[src/rtl/tt_dfd_pkg.sv]
// tt_dfd_pkg: shared helpers for the DFD pipe and FIFO blocks
package tt_dfd_pkg;
  function automatic int occ_w(input int depth);
    return $clog2(depth + 1);
  endfunction
endpackage

[src/rtl/tt_dfd_generic_dff_clr.sv]
// tt_dfd_generic_dff_clr: enable flop with synchronous clear and async reset
module tt_dfd_generic_dff_clr #(
  parameter int WIDTH = 1,
  parameter logic [WIDTH-1:0] RESET_VALUE = '0
) (
  input  logic             clk,
  input  logic             rst_n,
  input  logic             i_en,
  input  logic             i_clr,
  input  logic [WIDTH-1:0] i_d,
  output logic [WIDTH-1:0] o_q
);
  // clear beats enable; flop holds when neither is set
  always_ff @(posedge clk or negedge rst_n)
    if (!rst_n) o_q <= RESET_VALUE;
    else if (i_clr) o_q <= RESET_VALUE;
    else if (i_en) o_q <= i_d;
endmodule

[src/rtl/tt_dfd_pipe_stage.sv]
// tt_dfd_pipe_stage: one valid bit plus payload; payload only loads on valid source
module tt_dfd_pipe_stage #(
  parameter int WIDTH = 8,
  parameter logic [WIDTH-1:0] RESET_VALUE = '0
) (
  input  logic             clk,
  input  logic             rst_n,
  input  logic             i_clr,
  input  logic             i_adv,
  input  logic             i_src_vld,
  input  logic [WIDTH-1:0] i_src_data,
  output logic             o_vld,
  output logic [WIDTH-1:0] o_data
);
  tt_dfd_generic_dff_clr #(.WIDTH(1), .RESET_VALUE(1'b0)) u_vld (
    .clk(clk), .rst_n(rst_n), .i_en(i_adv), .i_clr(i_clr),
    .i_d(i_src_vld), .o_q(o_vld)
  );
  tt_dfd_generic_dff_clr #(.WIDTH(WIDTH), .RESET_VALUE(RESET_VALUE)) u_data (
    .clk(clk), .rst_n(rst_n), .i_en(i_adv & i_src_vld), .i_clr(i_clr),
    .i_d(i_src_data), .o_q(o_data)
  );
endmodule

[src/rtl/tt_dfd_pipe_dff_clr.sv]
// tt_dfd_pipe_dff_clr: DEPTH-stage valid/ready pipeline with flush and occupancy
module tt_dfd_pipe_dff_clr import tt_dfd_pkg::*; #(
  parameter int WIDTH = 8,
  parameter int DEPTH = 2,
  parameter logic [WIDTH-1:0] RESET_VALUE = '0,
  parameter bit COLLAPSE = 1'b1,
  parameter int CNT_W = occ_w(DEPTH)
) (
  input  logic             clk,
  input  logic             rst_n,
  input  logic             clr,
  input  logic             in_vld,
  output logic             in_rdy,
  input  logic [WIDTH-1:0] in_data,
  output logic             out_vld,
  input  logic             out_rdy,
  output logic [WIDTH-1:0] out_data,
  output logic [CNT_W-1:0] occ
);
  logic [DEPTH-1:0] w_vld;
  logic [DEPTH-1:0] w_adv;
  logic [DEPTH-1:0] w_src_vld;
  logic [WIDTH-1:0] w_data [DEPTH];
  logic [WIDTH-1:0] w_src_data [DEPTH];
  logic             w_in_fire;
  logic             w_out_fire;
  logic [CNT_W-1:0] r_occ;
  for (genvar i = 0; i < DEPTH; i++) begin : g_stage
    if (COLLAPSE) begin : g_col
      assign w_adv[i] = out_rdy | ~&w_vld[DEPTH-1:i];
    end else begin : g_lock
      assign w_adv[i] = out_rdy | ~w_vld[DEPTH-1];
    end
    if (i == 0) begin : g_src_in
      assign w_src_vld[i]  = in_vld;
      assign w_src_data[i] = in_data;
    end else begin : g_src_prev
      assign w_src_vld[i]  = w_vld[i-1];
      assign w_src_data[i] = w_data[i-1];
    end
    tt_dfd_pipe_stage #(.WIDTH(WIDTH), .RESET_VALUE(RESET_VALUE)) u_stage (
      .clk(clk), .rst_n(rst_n), .i_clr(clr), .i_adv(w_adv[i]),
      .i_src_vld(w_src_vld[i]), .i_src_data(w_src_data[i]),
      .o_vld(w_vld[i]), .o_data(w_data[i])
    );
  end
  assign in_rdy     = w_adv[0] & ~clr;
  assign out_vld    = w_vld[DEPTH-1] & ~clr;
  assign out_data   = w_data[DEPTH-1];
  assign w_in_fire  = in_vld & in_rdy;
  assign w_out_fire = out_vld & out_rdy;
  assign occ        = r_occ;
  // occupancy tracks completed handshakes; flush empties it
  always_ff @(posedge clk or negedge rst_n)
    if (!rst_n) r_occ <= '0;
    else r_occ <= clr ? '0 : r_occ + CNT_W'(w_in_fire) - CNT_W'(w_out_fire);
  a_occ_max: assert property (@(posedge clk) disable iff (!rst_n) r_occ <= CNT_W'(DEPTH));
  a_occ_ovf: assert property (@(posedge clk) disable iff (!rst_n)
    !(w_in_fire && !w_out_fire && r_occ == CNT_W'(DEPTH)));
  a_occ_unf: assert property (@(posedge clk) disable iff (!rst_n)
    !(w_out_fire && !w_in_fire && r_occ == '0));
endmodule

[config.mk]
export PLATFORM = sky130hd
export DESIGN_NAME = tt_dfd_pipe_dff_clr
export DESIGN_NICKNAME = d
export VERILOG_FILES = /design/src/rtl/tt_dfd_pkg.sv /design/src/rtl/tt_dfd_generic_dff_clr.sv /design/src/rtl/tt_dfd_pipe_stage.sv /design/src/rtl/tt_dfd_pipe_dff_clr.sv
export SDC_FILE = /design/constraint.sdc
export NUM_CORES = 1
export LEC_CHECK = 0
export CORE_UTILIZATION = 35
export DETAILED_ROUTE_END_ITERATION = 8
export PLACE_DENSITY = 0.71
export REMOVE_ABC_BUFFERS = 1
export SYNTH_ARGS = -nofsm -noshare
export SYNTH_HDL_FRONTEND = slang
export SYNTH_SLANG_ARGS = --single-unit
[constraint.sdc]
create_clock -name clk -period 2.7 [get_ports clk]
set_clock_uncertainty 0.15 [all_clocks]
set_input_delay 0.405 -clock clk [delete_from_list [all_inputs] [get_ports clk]]
set_output_delay 0.405 -clock clk [all_outputs]
set_load 0.02 [all_outputs]
==> reports/metrics.cfg, run 1 <==
[layout]
multi_input_area_um2 = 335
fin_cells = 130
layout-drive-gt1-share = 0.108
layout.cells.most_common = clkdlybuf4s50_1
layout_common_cells = 24 x clkdlybuf4s50_1, 20 x dfrtp_1, 11 x a21oi_1
nFillCells = 210
antenna_cells = 0
regArea_um2 = 500
nNetsFinal = 118
syn2layout_area_growth_pct = 35.6
fin_area_um2 = 1180

[critical_path]
crit_type = in2out
crit_path_max_fanout = 9
path_cells = clkdlybuf4s50_1 -> and2b_4 -> a21oi_1 -> clkdlybuf4s50_1
worstPathArrival_ps = 1950
crit_path_start_kind = input port
cpMaxStageDelayCell = clkdlybuf4s50_1
critPathTopFamily = buffers and inverters
cp_num_buf_inv = 2
required_ps = 2140
endpoint_kind = output port
max_stage_delay_ps = 630
crit_top_cell = clkdlybuf4s50_1

[global_route]
grt-busiest-layer = met2
grt_max_degree = 21
grt_pass1_vias = 659
gr-usage-met3 = 0.0322
overflow = 0
grt_use_total = 0.149
antenna_found_initial = 0
grtUsageMet1 = 0.198
grt_pass1_wl_um = 2950
use_met2 = 0.238

[cts]
cts_root_buffer = clkbuf_4
post_cts_buffers = 0
cts_buffer_depth = 2
cts_tree = yes
cts_made_buffers = 3
cts_sinks = 20
cts.htree.levels = 1
hold_buffers = 0
clk_latency_ps = 290
ctsResizeCount = 0
clk_pin_slew_ps = 100

[place]
routabilityCongestion = 0.710
placed_cell_area_um2 = 1140
dp_hpwl_um = 1320
dp.cells = 126
portBuffers = 24

[sta]
slew_violations = 0
post-route-period-util = 0.927
max_freq_mhz = 399
setup-violations-final = 0
finalHoldViolCount = 0
max-slew-margin-rel = 0.429
worstMarginPinSlew_ps = 854
finalCriticalPeriod_ps = 2500
fin_setup_tns_ps = 0
rsz0062_at_grt = no

[drt]
vias = 656
wl_per_cell_um = 12.9
vias_per_cell = 5.05
wirelength_um = 1680
drt-initial-drc-count = 11
drtPass1Iterations = 4
postRouteAntennaNets = 0
drc = 0

[synth]
synth_area_um2 = 868
ys_seq_area_frac = 0.576
synth.avg_cell_area_um2 = 11.4
synthCells = 76
synth-seq-cells = 20
synth_cell_types = 20
post-synth-top-area-fraction = 0.576
yosys-top-cells-area = dfrtp_1 58%, a22o_1 8.1%, a21oi_1 6.3%
synth_top_cell_by_area = dfrtp_1
synth_warnings = 0

[power]
p_sw_frac = 0.237
p_leak_nw = 0.533
ir_drop_mv = 0.242
power_frac_comb = 0.150
p_sw_mw = 0.137
pwr-share-seq = 0.562
power_density_nw_per_um2 = 491
p_total_mw = 0.578
p_int_mw = 0.441
power.share.clock = 0.288

[floorplan]
start_util = 0.382
dieWidth_um = 51.8
core_um2 = 2280
ios = 25
row_count = 17
dieArea_um2 = 2680
die_h_um = 51.8

[worst_hold_path]
min_path_type = reg2reg

[run_status]
status = finished clean

[flow_run]
drv_cap = 0

## metrics by stage
step | hold slack [ps] | setup slack, ps | utilization
2_1_floorplan | -40.6 | 797 | -
3_3_place_gp | 344 | 214 | 0.501
3_5_place_dp | 341 | 217 | 0.501
4_1_cts | 365 | 193 | 0.517
5_1_grt | 391 | 142 | 0.517
6_report | 363 | 196 | 0.517
## state kept, by name, summed over array words and instances, names as in the netlist
name / flops
g_stage.u_stage.u_data.o_q: 16
occ: 2
g_stage.u_stage.u_vld.o_q: 2
## cells by family (layout without fill, tap and decap cells)
family	after synthesis	after routing	share of synthesized area
adders and majority gates	2	2	0.0288
and+or+nand+nor	16	16	0.137
AOI/OAI and AO/OA	28	28	0.200
xor gates and xnor gates	2	2	0.0202
buffers and inverters	8	34	0.0375
DFF	20	20	0.576
## layer usage
layer | wire (um) | vias to the layer above
met3 | 66 | 2
met2 | 774 | 18
li1 | - | 325
met1 | 823 | 311
met4 | 11 | 0
met5 | 0 | -
## power by group through the flow
stage / clock network, mW / logic, mW / registers, mW
4_1_cts: 0.173 / 0.0876 / 0.325
3_5_place_dp: 0 / 0.0873 / 0.331
3_3_place_gp: 0 / 0.0847 / 0.331
5_1_grt: 0.184 / 0.0957 / 0.327
6_report: 0.166 / 0.0867 / 0.325
2_1_floorplan: 0 / 0.0313 / 0.335
## final timing paths
path                                                   from  slack (ps)  depth (start not counted)                                to
max                                                 out_rdy         200                          4                            in_rdy
min                        g_stage[0].u_stage.u_data.o_q[1]         360                          1  g_stage[0].u_stage.u_data.o_q[1]
min in group asynchronous                             rst_n         440                          1      g_stage[0].u_stage.u_vld.o_q
max in group asynchronous                             rst_n        1430                          1  g_stage[1].u_stage.u_data.o_q[1]
min reg2reg                g_stage[0].u_stage.u_data.o_q[1]         360                          1  g_stage[0].u_stage.u_data.o_q[1]
max reg2reg                    g_stage[0].u_stage.u_vld.o_q         810                          8                            occ[1]
## cell type report
| cell class | count | area share |
|---|---|---|
| inverters | 4 | 0.0128 |
| clock buffers | 4 | 0.0308 |
| well taps | 28 | 0.0298 |
| repair buffers | 26 | 0.217 |
| multi-input cells | 48 | 0.285 |
| flip-flops and latches | 20 | 0.425 |
## Yosys cell counts (all sizes together)
master / number
a21oi: 12
a22o: 8
and2: 1
and2b: 1
buf: 3
clkbuf: 1
dfrtp: 20
ha: 2
inv: 4
nand2b: 1
nand3: 8
nand3b: 1
nor2: 1
nor2b: 2
nor3b: 1
o21ai: 8
xnor2: 1
xor2: 1
No activity file was read; power rests on OpenSTA's default activity.
==> run 2: changes to the inputs <==
--- a/config.mk
+++ b/config.mk
@@ -5,6 +5,7 @@
 export SDC_FILE = /design/constraint.sdc
 export NUM_CORES = 1
 export LEC_CHECK = 0
+export CORE_ASPECT_RATIO = 1.25
 export CORE_UTILIZATION = 35
 export DETAILED_ROUTE_END_ITERATION = 8
 export PLACE_DENSITY = 0.71
==> run 2 against run 1 <==
Against the previous run:
- via count did not move
- global-route usage fell by 0.73 points
- clock-buffer cell count did not move
- largest cell class unchanged
- worst hold slack improved by 6.5 ps
==> reports/metrics.cfg, run 2 (synthesized netlist as in run 1, its figures left out) <==
[cts]
clk_latency_ps = 290  ; about the same
cts.htree.levels = 1  ; unchanged
hold_buffers = 0  ; unchanged
clk_pin_slew_ps = 110  ; about the same
cts_made_buffers = 3  ; unchanged
cts_root_buffer = clkbuf_4
cts_sinks = 20  ; unchanged
cts_tree = yes
post_cts_buffers = 0  ; unchanged
cts_buffer_depth = 2  ; unchanged
ctsResizeCount = 0  ; unchanged

[place]
dp_hpwl_um = 1250  ; -5.1%
routabilityCongestion = 0.738  ; +3.8%
dp.cells = 130  ; +3.2%
portBuffers = 24  ; unchanged
place_ws_ps = 233  ; +15.7 ps
placed_cell_area_um2 = 1150  ; +0.99%

[drt]
wl_per_cell_um = 11.9  ; -7.9%
drt-initial-drc-count = 8  ; -3
met3_length_um = 66  ; unchanged
vias = 656  ; unchanged
wl_met2_um = 755  ; -2.5%
postRouteAntennaNets = 0  ; unchanged
wirelength_um = 1590  ; -5.1%
drc = 0  ; unchanged
highest_layer = met4
wl_met1_um = 745  ; -9.5%
vias_per_cell = 4.90  ; -3.0%
drtPass1Iterations = 4  ; unchanged

[floorplan]
dieArea_um2 = 2690  ; about the same
start_util = 0.380  ; -0.00105
ios = 25  ; unchanged
core_um2 = 2280  ; +0.28%
dieWidth_um = 46.6  ; -10%
die_h_um = 57.7  ; +11%
row_count = 19  ; +2

[sta]
post-route-period-util = 0.913  ; -0.0149
worstMarginPinSlew_ps = 876  ; +21.7 ps
finalHoldViolCount = 0  ; unchanged
rsz0062_at_grt = no
slew_violations = 0  ; unchanged
finalCriticalPeriod_ps = 2460  ; -40.2 ps
fin_setup_tns_ps = 0  ; unchanged
max-slew-margin-rel = 0.414  ; -0.0145
setup-violations-final = 0  ; unchanged
worst_slack_ps = 236  ; +40.2 ps
max_freq_mhz = 406  ; +1.6%

[critical_path]
crit_type = in2out
required_ps = 2140  ; about the same
crit_path_start_kind = input port
endpoint_kind = output port
crit_path_max_fanout = 9  ; unchanged
worstPathArrival_ps = 1910  ; -40 ps

[layout]
antenna_cells = 0  ; unchanged
layout.cells.most_common = clkdlybuf4s50_1
fin_area_um2 = 1190  ; +0.96%
syn2layout_area_growth_pct = 36.9
fin_cells = 134  ; +3.1%
nNetsFinal = 119  ; +0.85%
layout_common_cells = 24 x clkdlybuf4s50_1, 20 x dfrtp_1, 11 x a21oi_1
layout-drive-gt1-share = 0.117  ; +0.00866
top_register = g_stage.u_stage.u_data.o_q
largest_register_ffs = 16  ; unchanged

[run_status]
status = finished clean

[global_route]
grt_use_total = 0.142  ; -0.00733
grt_pass1_vias = 627  ; -4.9%
overflow = 0  ; unchanged
grt_max_degree = 21  ; unchanged
antenna_found_initial = 0  ; unchanged
grt_pass1_wl_um = 2730  ; -7.7%

[power]
power_density_nw_per_um2 = 489  ; -0.35%
p_leak_nw = 0.538  ; +0.90%
ir_drop_mv = 0.297  ; +23%
p_total_mw = 0.582  ; +0.60%

[flow_run]
drv_cap = 0  ; unchanged

[worst_hold_path]
min_path_type = reg2reg

-- run 2: cell types whose count changed in the layout (fill, tap and decap cells not counted) --
cell,previous run,this run
buf_4,2,3
-- run 2: per-layer routing --
metal / GRT usage / up-vias
met5: 0 / -
met4: 0.0882 / 0
met3: 0.0405 / 2
met2: 0.206 / 17
met1: 0.182 / 309
li1: - / 328
-- run 2: layout make-up --
type	count	area (um^2)
Tap cell	31	38.8
Sequential cell	20	500
Timing Repair Buffer	27	263
Inverter	4	15.0
Fill cell	217	1090
Multi-Input combinational cell	48	335
Clock buffer	4	36.3
-- run 2: stage by stage --
stage / hold slack (ps) / util
final: 369 / 0.521
after global routing: 389 / 0.521
after CTS: 370 / 0.521
after detailed placement: 344 / 0.505
after global placement: 340 / 0.505
after floorplan: -40.6 / -
-- run 2: critical path, stage by stage --
cell and delay, ps:
clkdlybuf4s50_1 510, and2b_4 230, a21oi_1 140, clkdlybuf4s50_1 620
-- run 2: path summary, 6_finish.rpt --
| check | start | to | slack, ps | cells after the start |
|---|---|---|---|---|
| worst max-delay path | out_rdy | in_rdy | 240 | 4 |
| worst min-delay path | g_stage[0].u_stage.u_data.o_q[2] | g_stage[0].u_stage.u_data.o_q[2] | 370 | 1 |
| worst max register to register | g_stage[0].u_stage.u_vld.o_q | occ[0] | 810 | 7 |
| worst min register to register | g_stage[0].u_stage.u_data.o_q[2] | g_stage[0].u_stage.u_data.o_q[2] | 370 | 1 |
| max in group asynchronous | rst_n | g_stage[0].u_stage.u_data.o_q[6] | 1420 | 1 |
| min in group asynchronous | rst_n | occ[0] | 450 | 1 |
-- run 2: power breakdown --
group / internal [mW] / total, mW / switching [mW]
sequential: 0.313 / 0.324 / 0.0111
clock: 0.0821 / 0.170 / 0.0877
combinational: 0.0470 / 0.0875 / 0.0405
total: 0.442 / 0.582 / 0.139
